## config.mk

```make
export PLATFORM = sky130hd
export DESIGN_NAME = bcd_updown_counter_param
export DESIGN_NICKNAME = d
export VERILOG_FILES = /design/src/rtl/bcd_updown_counter_param.sv
export SDC_FILE = /design/constraint.sdc
export NUM_CORES = 1
export LEC_CHECK = 0
export BUFFER_PORTS_ARGS = -buffer_cell sky130_fd_sc_hd__clkbuf_2
export CAP_MARGIN = 5
export CORE_UTILIZATION = 35
export CTS_BUF_LIST = sky130_fd_sc_hd__clkbuf_8
export CTS_CLUSTER_DIAMETER = 80
export DETAILED_ROUTE_END_ITERATION = 10
export PLACE_DENSITY = 0.49
export RECOVER_POWER = 50
export REMOVE_ABC_BUFFERS = 1
export SYNTH_ARGS = -nofsm -noshare
export SYNTH_HDL_FRONTEND = slang
export SYNTH_SLANG_ARGS = --single-unit
export TNS_END_PERCENT = 20
```

## constraint.sdc

```tcl
create_clock -name clk -period 2.5 [get_ports clk]
set_clock_uncertainty 0.1 [all_clocks]
set_input_delay 0.375 -clock clk [delete_from_list [all_inputs] [get_ports clk]]
set_output_delay 0.375 -clock clk [all_outputs]
set_load 0.1 [all_outputs]
```

## src/rtl/bcd_updown_counter_param.sv

```systemverilog
// Multi-digit BCD up/down counter with tick divider, run toggle,
// validated parallel load and one-cycle wrap / load-error pulses.
//
// Ports:
//   clk       system clock
//   rst       synchronous reset, active-high
//   key_run   debounced run/pause key; rising edge toggles run
//   dir       0 = count up, 1 = count down (sampled on tick)
//   load      one-cycle load strobe
//   load_val  BCD value to load (W = 4*DIGITS bits)
//   cnt_out   BCD count, nibble 0 = least-significant digit
//   run       1 = counting, 0 = paused
//   wrap      one-cycle pulse on wrap-around
//   load_err  one-cycle pulse when a load is rejected
module bcd_updown_counter_param #(
    parameter int                  DIGITS  = 2,
    parameter logic [4*DIGITS-1:0] MAX_BCD = 'h30,
    parameter int                  DIV_MAX = 5_000_000,
    parameter int                  DIV_W   = 23
) (
    input  logic                  clk,
    input  logic                  rst,
    input  logic                  key_run,
    input  logic                  dir,
    input  logic                  load,
    input  logic [4*DIGITS-1:0]   load_val,
    output logic [4*DIGITS-1:0]   cnt_out,
    output logic                  run,
    output logic                  wrap,
    output logic                  load_err
);

    localparam int W = 4 * DIGITS;
    localparam logic [DIV_W-1:0] DIV_LAST = DIV_W'(DIV_MAX - 1);

    logic [DIV_W-1:0] div;
    logic             key_q;
    logic             tick;
    logic             key_edge;
    logic             load_ok;

    // Every nibble must be a decimal digit.
    function automatic logic bcd_valid(input logic [W-1:0] v);
        logic ok;
        ok = 1'b1;
        for (int i = 0; i < DIGITS; i++) begin
            if (v[4*i +: 4] > 4'd9) begin
                ok = 1'b0;
            end
        end
        return ok;
    endfunction

    // BCD +1 with ripple carry; caller guarantees v < MAX_BCD.
    function automatic logic [W-1:0] bcd_inc(input logic [W-1:0] v);
        logic [W-1:0] r;
        logic         c;
        r = v;
        c = 1'b1;
        for (int i = 0; i < DIGITS; i++) begin
            if (c) begin
                if (v[4*i +: 4] == 4'd9) begin
                    r[4*i +: 4] = 4'd0;
                end else begin
                    r[4*i +: 4] = v[4*i +: 4] + 4'd1;
                    c           = 1'b0;
                end
            end
        end
        return r;
    endfunction

    // BCD -1 with ripple borrow; caller guarantees v > 0.
    function automatic logic [W-1:0] bcd_dec(input logic [W-1:0] v);
        logic [W-1:0] r;
        logic         b;
        r = v;
        b = 1'b1;
        for (int i = 0; i < DIGITS; i++) begin
            if (b) begin
                if (v[4*i +: 4] == 4'd0) begin
                    r[4*i +: 4] = 4'd9;
                end else begin
                    r[4*i +: 4] = v[4*i +: 4] - 4'd1;
                    b           = 1'b0;
                end
            end
        end
        return r;
    endfunction

    assign tick     = (div == DIV_LAST);
    assign key_edge = key_run & ~key_q;
    // With all nibbles valid, binary order equals BCD order.
    assign load_ok  = bcd_valid(load_val) && (load_val <= MAX_BCD);

    always_ff @(posedge clk) begin
        if (rst) begin
            div      <= '0;
            key_q    <= 1'b0;
            run      <= 1'b1;
            cnt_out  <= '0;
            wrap     <= 1'b0;
            load_err <= 1'b0;
        end else begin
            key_q    <= key_run;
            wrap     <= 1'b0;
            load_err <= 1'b0;
            div      <= tick ? '0 : div + 1'b1;

            // Step below still sees the pre-toggle run value.
            if (key_edge) begin
                run <= ~run;
            end

            if (load) begin
                // A load swallows any coincident tick.
                if (load_ok) begin
                    cnt_out <= load_val;
                end else begin
                    load_err <= 1'b1;
                end
            end else if (tick && run) begin
                if (!dir) begin
                    if (cnt_out == MAX_BCD) begin
                        cnt_out <= '0;
                        wrap    <= 1'b1;
                    end else begin
                        cnt_out <= bcd_inc(cnt_out);
                    end
                end else begin
                    if (cnt_out == '0) begin
                        cnt_out <= MAX_BCD;
                        wrap    <= 1'b1;
                    end else begin
                        cnt_out <= bcd_dec(cnt_out);
                    end
                end
            end
        end
    end

endmodule

```

[Word-level counts from Yosys, hierarchy flattened]
Index checks and enable logic that the tools add are counted.
Word-level totals
  input bits: 13
  output and inout bits: 11
  logic and storage cells: 68
  bits in registers: 35
Cells by class
  $add $sub $neg: 5
  eq/ne operators: 6
  order comparisons: 3
  multiplexer cells: 30
  reductions and logical operators: 12
  bitwise gates (word level): 5
Operator list (number)
  2-to-1 mux 8 bit: 6
  2-to-1 mux 4 bit: 6
  adder 23 x 1 -> 23 bit (second input constant): 1
  equality test 23 bit (second input constant): 1
  2-to-1 mux 1 bit: 18
  adder 4 x 1 -> 4 bit (second input constant): 2
  equality test 4 bit (second input constant): 2
  equality test 8 x 6 -> 1 bit (second input constant): 1
  > comparator 4 bit (second input constant): 2
  <= comparator 8 x 6 -> 1 bit (second input constant): 1
  logical NOT 4 bit: 2
  logical NOT 8 bit: 1
  subtractor 4 x 1 -> 4 bit (second input constant): 2
  inequality test 4 x 1 -> 1 bit (second input constant): 1
  inverter 1 bit: 4
  AND reduction 4 bit: 1
  nonzero test 4 bit: 1
  OR reduction 2 bit: 2
  OR reduction 3 bit: 1
  logical AND 1 bit: 2
  inequality test 2 x 1 -> 1 bit (second input constant): 1
  AND reduction 2 bit: 1
  nonzero test 2 bit: 1
  AND 1 bit: 1

[Longest topological paths before layout]
Gate-level depths: netlist (run 1).
  depth after elaboration: 12
  gate-level depth with buffers: 7
  depth with buffers taken out: 7

[Least setup slack after synthesis (run 1)]
OpenSTA, ideal clock, no wires.
  path kind: flip-flop to flip-flop
  start point: register cnt_out[4]
  end point: register cnt_out[5]
  required time: 2.279 ns
  buffers on the path: 0
  library setup time: 0.121 ns
  cell stages (with the launch flop): 7
  arrival time: 2.616 ns
  period minus slack after synthesis: 2.837 ns
  slack: -0.337 ns
  cell sequence: dfxtp_1 ha_1 or3b_4 o211ai_4 o21ai_2 or2_4 mux2_4
On the way
  cells in the longest elaborated chain, start to end: 7
  elaborated cells on any way between the ends: 18
  those cells by class: add/sub (2); eq/ne (3); mux (9); reduce/logical (4)
RTL lines
  from (decl): RTL line 27  | output logic [4*DIGITS-1:0] cnt_out,
  from (signal assigned): RTL line 119  | cnt_out <= load_val;
  from (signal assigned): RTL line 129  | cnt_out <= bcd_inc(cnt_out);
  from (signal assigned): RTL line 136  | cnt_out <= bcd_dec(cnt_out);
  adder 4 x 1 -> 4 bit, or another cell as far along: RTL line 65  | r[4*i +: 4] = v[4*i +: 4] + 4'd1;
  2-to-1 mux 4 bit (on tied branches): RTL line 62, 81
  2-to-1 mux 4 bit (on tied branches): RTL line 61, 80
  2-to-1 mux 8 bit (on tied branches): RTL line 125, 132
  2-to-1 mux 8 bit: RTL line 124  | if (!dir) begin
  2-to-1 mux 8 bit: RTL line 123  | end else if (tick && run) begin
  2-to-1 mux 8 bit: RTL line 116  | if (load) begin
Parallel ways exist; a longest one is shown, timed or not. The select of a mux whose other input is x is not followed.
A chain may end at the register's enable or synchronous reset.

[Worst setup path in the final report (run 1)]
  start point: register cnt_out[0]
  end point: register cnt_out[5]
On the way
  cells in the longest elaborated chain, start to end: 9
  elaborated cells on any way between the ends: 24
  those cells by class: eq/ne (3); mux (17); reduce/logical (4)
RTL lines
  logical NOT 4 bit or equality test 4 bit (tied branches): RTL line 81, 62
  2-to-1 mux 1 bit (on tied branches): RTL line 81, 62
  2-to-1 mux 1 bit (on tied branches): RTL line 132, 125
  2-to-1 mux 1 bit: RTL line 124
  2-to-1 mux 1 bit: RTL line 123
  2-to-1 mux 1 bit: RTL line 116
  2-to-1 mux 1 bit: RTL line 98  | if (rst) begin
  inequality test 4 x 1 -> 1 bit (no line) or nonzero test 4 bit (tied branches)
  AND reduction 4 bit (no line)
Parallel ways exist; a longest one is shown, timed or not. The select of a mux whose other input is x is not followed.

==> qor.json, run 1 <==
{
  "status": {"value": "finished, final reports clean"},
  "gr-usage-met1": {"value": 0.237},
  "post_synth_instance_area": {"value": 2050, "unit": "um2"},
  "drt_first_pass_iters": {"value": 4},
  "numPortBuffers": {"value": 23},
  "routedWlPerCell": {"value": 13.6, "unit": "um"},
  "max_freq": {"value": 428, "unit": "MHz"},
  "clk_pin_slew": {"value": 80, "unit": "ps"},
  "drt_iter0_drc": {"value": 86},
  "fillers": {"value": 597},
  "yosys_register_bits": {"value": 35},
  "post-route-cell-area": {"value": 2290, "unit": "um2"},
  "power.leakage": {"value": 0.841, "unit": "nW"},
  "clock_sinks": {"value": 35},
  "layout_utilization": {"value": 0.411},
  "slew-limit-headroom": {"value": 0.230},
  "yosysMostFrequentCell": {"value": "nor2_1"},
  "postPlaceCellArea": {"value": 2220, "unit": "um2"},
  "dr_total_vias": {"value": 1733},
  "drive_above_1_share": {"value": 0.133},
  "grt_first_pass_wirelength": {"value": 7720, "unit": "um"},
  "number_of_enable_type_register_cells_in_the_synthesized_netlist": {"value": 0},
  "synth.top_cells.by_area": {"value": "dfxtp_1 (34%), xor2_1 (7.7%), nor2_1 (7.2%)"},
  "postSynthCellCount": {"value": 237},
  "synth_area_leader_cell": {"value": "dfxtp_1"},
  "final_hold_fails": {"value": 0},
  "critical_path.endpoint_type": {"value": "register"},
  "netlist-cell-type-count": {"value": 51},
  "start_util": {"value": 0.367},
  "final_min_period_over_clock_period": {"value": 0.936},
  "antenna_violations_before_repair": {"value": 0},
  "rsz0062_at_grt": {"value": "no"},
  "async_flop_share": {"value": 0},
  "finalCriticalPeriod": {"value": 2340, "unit": "ps"},
  "clk_latency": {"value": 290, "unit": "ps"},
  "worst_hold_path_type": {"value": "in2reg"},
  "route.detailed.vias_per_inst": {"value": 5.16},
  "worstSetupStartpointType": {"value": "register"},
  "synth_top_cell_area_share": {"value": 0.342},
  "cts_tree": {"value": "done"},
  "core_area": {"value": 5570, "unit": "um2"},
  "floorplan.die.width": {"value": 78.5, "unit": "um"},
  "max_stage_delay": {"value": 440, "unit": "ps"},
  "drc": {"value": 0},
  "grt_start_max_net_pins": {"value": 24},
  "postRouteWirelength": {"value": 4580, "unit": "um"},
  "final.setup.tns": {"value": 0, "unit": "ps"},
  "cp_cell_sequence": {"value": "inv_1 > ha_1 > or3b_4 > o211ai_4 > o21ai_2 > or2_4 > mux2_4"},
  "postCtsSetupRepairBufs": {"value": 0},
  "detail-route-antenna-nets": {"value": 0},
  "number_of_global_route_vias_before_repair": {"value": 1582},
  "finalMaxSlewViolations": {"value": 0},
  "max-vdd-ir-drop": {"value": 236, "unit": "uV"},
  "die_span_y": {"value": 78.5, "unit": "um"},
  "post_cts.resized_instances": {"value": 0},
  "area_delta_synth_final": {"value": 12.0, "unit": "%"},
  "cts_max_level": {"value": 2},
  "numCtsBuffers": {"value": 5},
  "power_density": {"value": 500, "unit": "nW/um2"},
  "std_cell_rows": {"value": 27},
  "met3_resource_use_gr": {"value": 0.0337},
  "setup_viol_count_final": {"value": 0},
  "cp_slowest_cell": {"value": "or3b_4"},
  "crit_fanout": {"value": 7},
  "required_time_reported_for_the_critical_path_endpoint": {"value": 2580, "unit": "ps"},
  "synth_area_per_cell": {"value": 8.64, "unit": "um2"},
  "cap_viol_max_count": {"value": 0},
  "fin_nets": {"value": 285},
  "cts_hold_buf": {"value": 0},
  "synth_ff_type": {"value": "dfxtp_1"},
  "cts_root_buffer": {"value": "clkbuf_8"},
  "crit_arrival": {"value": 2420, "unit": "ps"},
  "hpwlAfterDp": {"value": 3330, "unit": "um"},
  "yosys-top-cells-count": {"value": "nor2_1 (39), dfxtp_1 (35), xor2_1 (18)"},
  "overflow": {"value": 0},
  "grt.busiest_layer": {"value": "met1"},
  "antenna-diode-count": {"value": 0},
  "clk_path_buf_depth": {"value": 2},
  "io_pins": {"value": 24},
  "yosys_warnings": {"value": 0},
  "globalplace.congestion": {"value": 0.812},
  "power": {"value": 0.00115, "unit": "W"},
  "worst_pin_slew": {"value": 1160, "unit": "ps"},
  "met2_usage": {"value": 0.223},
  "sequential_cell_area_fraction_in_the_yosys_report": {"value": 0.342},
  "fp.dieArea": {"value": 6160, "unit": "um2"},
  "overall_routing_resource_usage": {"value": 0.160},
  "setup.worst_path.class": {"value": "reg2reg"}
}
==> worst paths after layout <==
kind | depth (start not counted) | slack [ps] | endpoint | startpoint
setup reg to reg | 7 | 160 | cnt_out[5]$_SDFFE_PP0P_ | cnt_out[0]$_SDFFE_PP0P_
setup / recovery | 7 | 160 | cnt_out[5]$_SDFFE_PP0P_ | cnt_out[0]$_SDFFE_PP0P_
hold / removal | 2 | 210 | key_q$_SDFF_PP0_ | key_run
hold reg to reg | 1 | 380 | div[0]$_SDFF_PP0_ | div[0]$_SDFF_PP0_
==> through the flow <==
stage	worst slack (ps)	hold slack, ps	cells
after detailed placement	190	364	328
final	161	213	336
after global placement	242	358	328
after CTS	173	209	336
after global routing	38.6	216	336
after floorplan	-337	338	227
==> worst max-delay path: cells and delay by family, from the launching register on <==
kind | cells | cell delay [ps]
flip-flops | 1 | 370
AND/OR/NAND/NOR | 2 | 710
AO/OA/AOI/OAI | 2 | 400
multiplexers | 1 | 290
buffers and inverters | 1 | 140
adder cells (fa/ha/maj) | 1 | 220
==> cell families after synthesis <==
logic type               Yosys count  share of synthesized area
AO/OA/AOI/OAI                     41                      0.153
XOR/XNOR                          24                      0.103
adder cells (fa/ha/maj)            9                     0.0550
buffers and inverters             18                     0.0520
flip-flops                        35                      0.342
multiplexers                       1                    0.00733
AND/OR/NAND/NOR                  109                      0.287
==> flip-flops by register name, summed over array words and instances (netlist names) <==
register,count
wrap,1
load_err,1
div,23
key_q,1
cnt_out,8
run,1
==> cell usage in the layout, fill, tap and decap left out, types with 2 or more instances in the layout <==
master,n
o31ai_1,5
nor4b_1,2
clkbuf_8,5
a21oi_1,5
xnor2_1,6
or3b_4,2
and4_1,4
clkbuf_2,12
and3_1,3
nand3b_1,2
a221oi_1,2
buf_4,5
o211ai_1,5
nand3_1,16
and2_1,2
clkinvlp_4,2
xor2_1,18
nor2b_1,4
o311ai_0,2
nor4_1,3
nor3_1,6
nand4_1,3
a211oi_1,4
dfxtp_1,35
nand2b_1,4
nor3b_1,4
o21ai_0,5
ha_1,9
clkbuf_1,12
nand2_1,9
o2111ai_1,2
inv_1,8
nor2_1,39
==> cell type report <==
type	count	area (um2)	area share
multi-input cells	184	1240	0.541
flip-flops and latches	35	701	0.306
clock buffers	5	68.8	0.0300
inverters	8	30.0	0.0131
well taps	72	90.1	0.0393
clock inverters	3	20.0	0.00873
repair buffers	29	143	0.0622
==> layer usage <==
layer,wire [um],vias to the layer above
met5,0,-
met4,59,0
met3,268,6
met2,1840,40
met1,2410,792
li1,-,895
==> power by group <==
part	internal, W	total, W	switching [W]
logic	0.0000489	0.000156	0.000107
clock network	0.000194	0.000412	0.000218
registers	0.000568	0.000579	0.0000113
total	0.000811	0.00115	0.000336
Note: power is estimated with default switching activity, not from simulation.
==> inputs of run 2 (changes only) <==
--- a/config.mk
+++ b/config.mk
@@ -9,7 +9,7 @@
 export CAP_MARGIN = 5
 export CORE_UTILIZATION = 35
 export CTS_BUF_LIST = sky130_fd_sc_hd__clkbuf_8
-export CTS_CLUSTER_DIAMETER = 80
+export CTS_CLUSTER_DIAMETER = 120
 export DETAILED_ROUTE_END_ITERATION = 10
 export PLACE_DENSITY = 0.49
 export RECOVER_POWER = 50
==> constraint.sdc (replaced) <==
create_clock -name clk -period 2.8 [get_ports clk]
set_clock_uncertainty 0.1 [all_clocks]
set_input_delay 0.42 -clock clk [delete_from_list [all_inputs] [get_ports clk]]
set_output_delay 0.42 -clock clk [all_outputs]
set_load 0.1 [all_outputs]
==> run 2 against run 1 <==
Via count down 2.1%. Final cell count down 0.60%. Largest cell class unchanged. First-iteration DRC count up 91%. Total power down 11%.
==> qor.json, run 2 (synthesis results as in run 1) <==
{
  "critical_path.endpoint_type": {"value": "register"},
  "std_cell_rows": {"value": 27},
  "cts_hold_buf": {"value": 0},
  "power_density": {"value": 447, "unit": "nW/um2"},
  "io_pins": {"value": 24},
  "drive_above_1_share": {"value": 0.122},
  "rsz0062_at_grt": {"value": "no"},
  "floorplan.die.width": {"value": 78.5, "unit": "um"},
  "routedWlPerCell": {"value": 13.6, "unit": "um"},
  "finalCriticalPeriod": {"value": 2330, "unit": "ps"},
  "mostFrequentLayoutCell": {"value": "nor2_1"},
  "finalMaxSlewViolations": {"value": 0},
  "dr_total_vias": {"value": 1696},
  "drc": {"value": 0},
  "grt_start_max_net_pins": {"value": 24},
  "number_of_global_route_vias_before_repair": {"value": 1570},
  "overflow": {"value": 0},
  "cap_viol_max_count": {"value": 0},
  "cts_tree": {"value": "done"},
  "max_freq": {"value": 429, "unit": "MHz"},
  "grt_first_pass_wirelength": {"value": 7820, "unit": "um"},
  "clk_latency": {"value": 290, "unit": "ps"},
  "multi_input_comb_area": {"value": 1240, "unit": "um2"},
  "fp.dieArea": {"value": 6160, "unit": "um2"},
  "numPortBuffers": {"value": 23},
  "postCtsSetupRepairBufs": {"value": 0},
  "max-vdd-ir-drop": {"value": 237, "unit": "uV"},
  "fillers": {"value": 603},
  "power.leakage": {"value": 0.837, "unit": "nW"},
  "postPlaceCellArea": {"value": 2210, "unit": "um2"},
  "number_of_flip_flops_under_the_largest_register_name": {"value": 23},
  "worst_pin_slew": {"value": 1180, "unit": "ps"},
  "route.detailed.vias_per_inst": {"value": 5.08},
  "cts_root_buffer": {"value": "clkbuf_8"},
  "numCtsBuffers": {"value": 5},
  "die_span_y": {"value": 78.5, "unit": "um"},
  "status": {"value": "finished, final reports clean"},
  "max_flop_register": {"value": "div"},
  "post_cts.resized_instances": {"value": 0},
  "regArea": {"value": 701, "unit": "um2"},
  "clk_path_buf_depth": {"value": 2},
  "layout_top_registers": {"value": "div: 23 flops, cnt_out: 8 flops"},
  "clk_pin_slew": {"value": 70, "unit": "ps"},
  "r2r_slack": {"value": 470, "unit": "ps"},
  "worst_hold_path_type": {"value": "in2reg"},
  "post_layout_nonfiller_instances": {"value": 334},
  "worstHoldStart": {"value": "key_run"},
  "postRouteWirelength": {"value": 4530, "unit": "um"},
  "antenna-diode-count": {"value": 0},
  "core_area": {"value": 5570, "unit": "um2"},
  "post-route-cell-area": {"value": 2270, "unit": "um2"},
  "cts_max_level": {"value": 2},
  "clock_sinks": {"value": 35},
  "crit_arrival": {"value": 2410, "unit": "ps"},
  "area_delta_synth_final": {"value": 11.1, "unit": "%"},
  "crit_fanout": {"value": 7},
  "setup_viol_count_final": {"value": 0},
  "antenna_violations_before_repair": {"value": 0},
  "final_hold_fails": {"value": 0},
  "overall_routing_resource_usage": {"value": 0.163},
  "slew-limit-headroom": {"value": 0.219},
  "fin_nets": {"value": 283},
  "setup.worst_path.class": {"value": "reg2reg"},
  "r2r.worst_path.cells": {"value": 7},
  "final_min_period_over_clock_period": {"value": 0.832},
  "start_util": {"value": 0.367},
  "globalplace.congestion": {"value": 0.851},
  "post-place-cells": {"value": 326},
  "rr_startpoint": {"value": "cnt_out[0]$_SDFFE_PP0P_"},
  "hpwlAfterDp": {"value": 3320, "unit": "um"},
  "holdPathEnd": {"value": "key_q$_SDFF_PP0_"},
  "drt_first_pass_iters": {"value": 4},
  "detail-route-antenna-nets": {"value": 0},
  "worstSetupStartpointType": {"value": "register"},
  "most-common-layout-cells": {"value": "nor2_1 (39), dfxtp_1 (35), xor2_1 (18)"},
  "hold-path-cell-count": {"value": 2},
  "drt_iter0_drc": {"value": 164},
  "critical_path.reg2reg.endpoint": {"value": "cnt_out[4]$_SDFFE_PP0P_"},
  "required_time_reported_for_the_critical_path_endpoint": {"value": 2880, "unit": "ps"}
}
## run 2: final cells by class
cell class,instances,area share
Multi-Input combinational cell,184,0.545
Sequential cell,35,0.308
Timing Repair Buffer,27,0.0561
Tap cell,72,0.0396
Clock buffer,5,0.0303
Inverter,8,0.0132
Clock inverter,3,0.00715
## run 2: per-layer routing
metal  GRT usage  wire, um  vias up
li1            -         -      898
met1       0.242      2500      762
met2       0.222      1780       31
met3      0.0430       181        5
met4      0.0556        56        0
met5           0         0        -
## run 2: per-stage QoR
step	worst slack [ps]	total power [W]	util	hold WS [ps]	TNS, ps
after floorplan	-37.2	0.000625	-	338	-37.2
after global placement	543	0.000670	0.396	358	0
after detailed placement	494	0.000669	0.396	367	0
after CTS	462	0.00104	0.411	255	0
after global routing	306	0.00107	0.408	274	0
final	471	0.00102	0.408	264	0
## run 2: worst max-delay path by stage
stage / from / endpoint / slack, ps / depth (start not counted)
after CTS: cnt_out[0]$_SDFFE_PP0P_ / cnt_out[4]$_SDFFE_PP0P_ / 460 / 7
after global placement: cnt_out[0]$_SDFFE_PP0P_ / cnt_out[5]$_SDFFE_PP0P_ / 540 / 7
final: cnt_out[0]$_SDFFE_PP0P_ / cnt_out[4]$_SDFFE_PP0P_ / 470 / 7
after floorplan: cnt_out[4]$_SDFFE_PP0P_ / cnt_out[5]$_SDFFE_PP0P_ / -40 / 6
after global routing: cnt_out[0]$_SDFFE_PP0P_ / cnt_out[6]$_SDFFE_PP0P_ / 310 / 7
after detailed placement: cnt_out[0]$_SDFFE_PP0P_ / cnt_out[4]$_SDFFE_PP0P_ / 490 / 7
## run 2: report_power, final
group | switching (W) | internal, W
Sequential | 0.0000107 | 0.000507
Combinational | 0.0000944 | 0.0000426
Clock | 0.000192 | 0.000170
## run 2: worst max-delay path: stages (launching register included)
cell	delay, ps
dfxtp_1	370
inv_1	140
ha_1	210
or3b_4	440
o211ai_4	270
o21ai_2	130
or2_4	270
a211oi_1	300
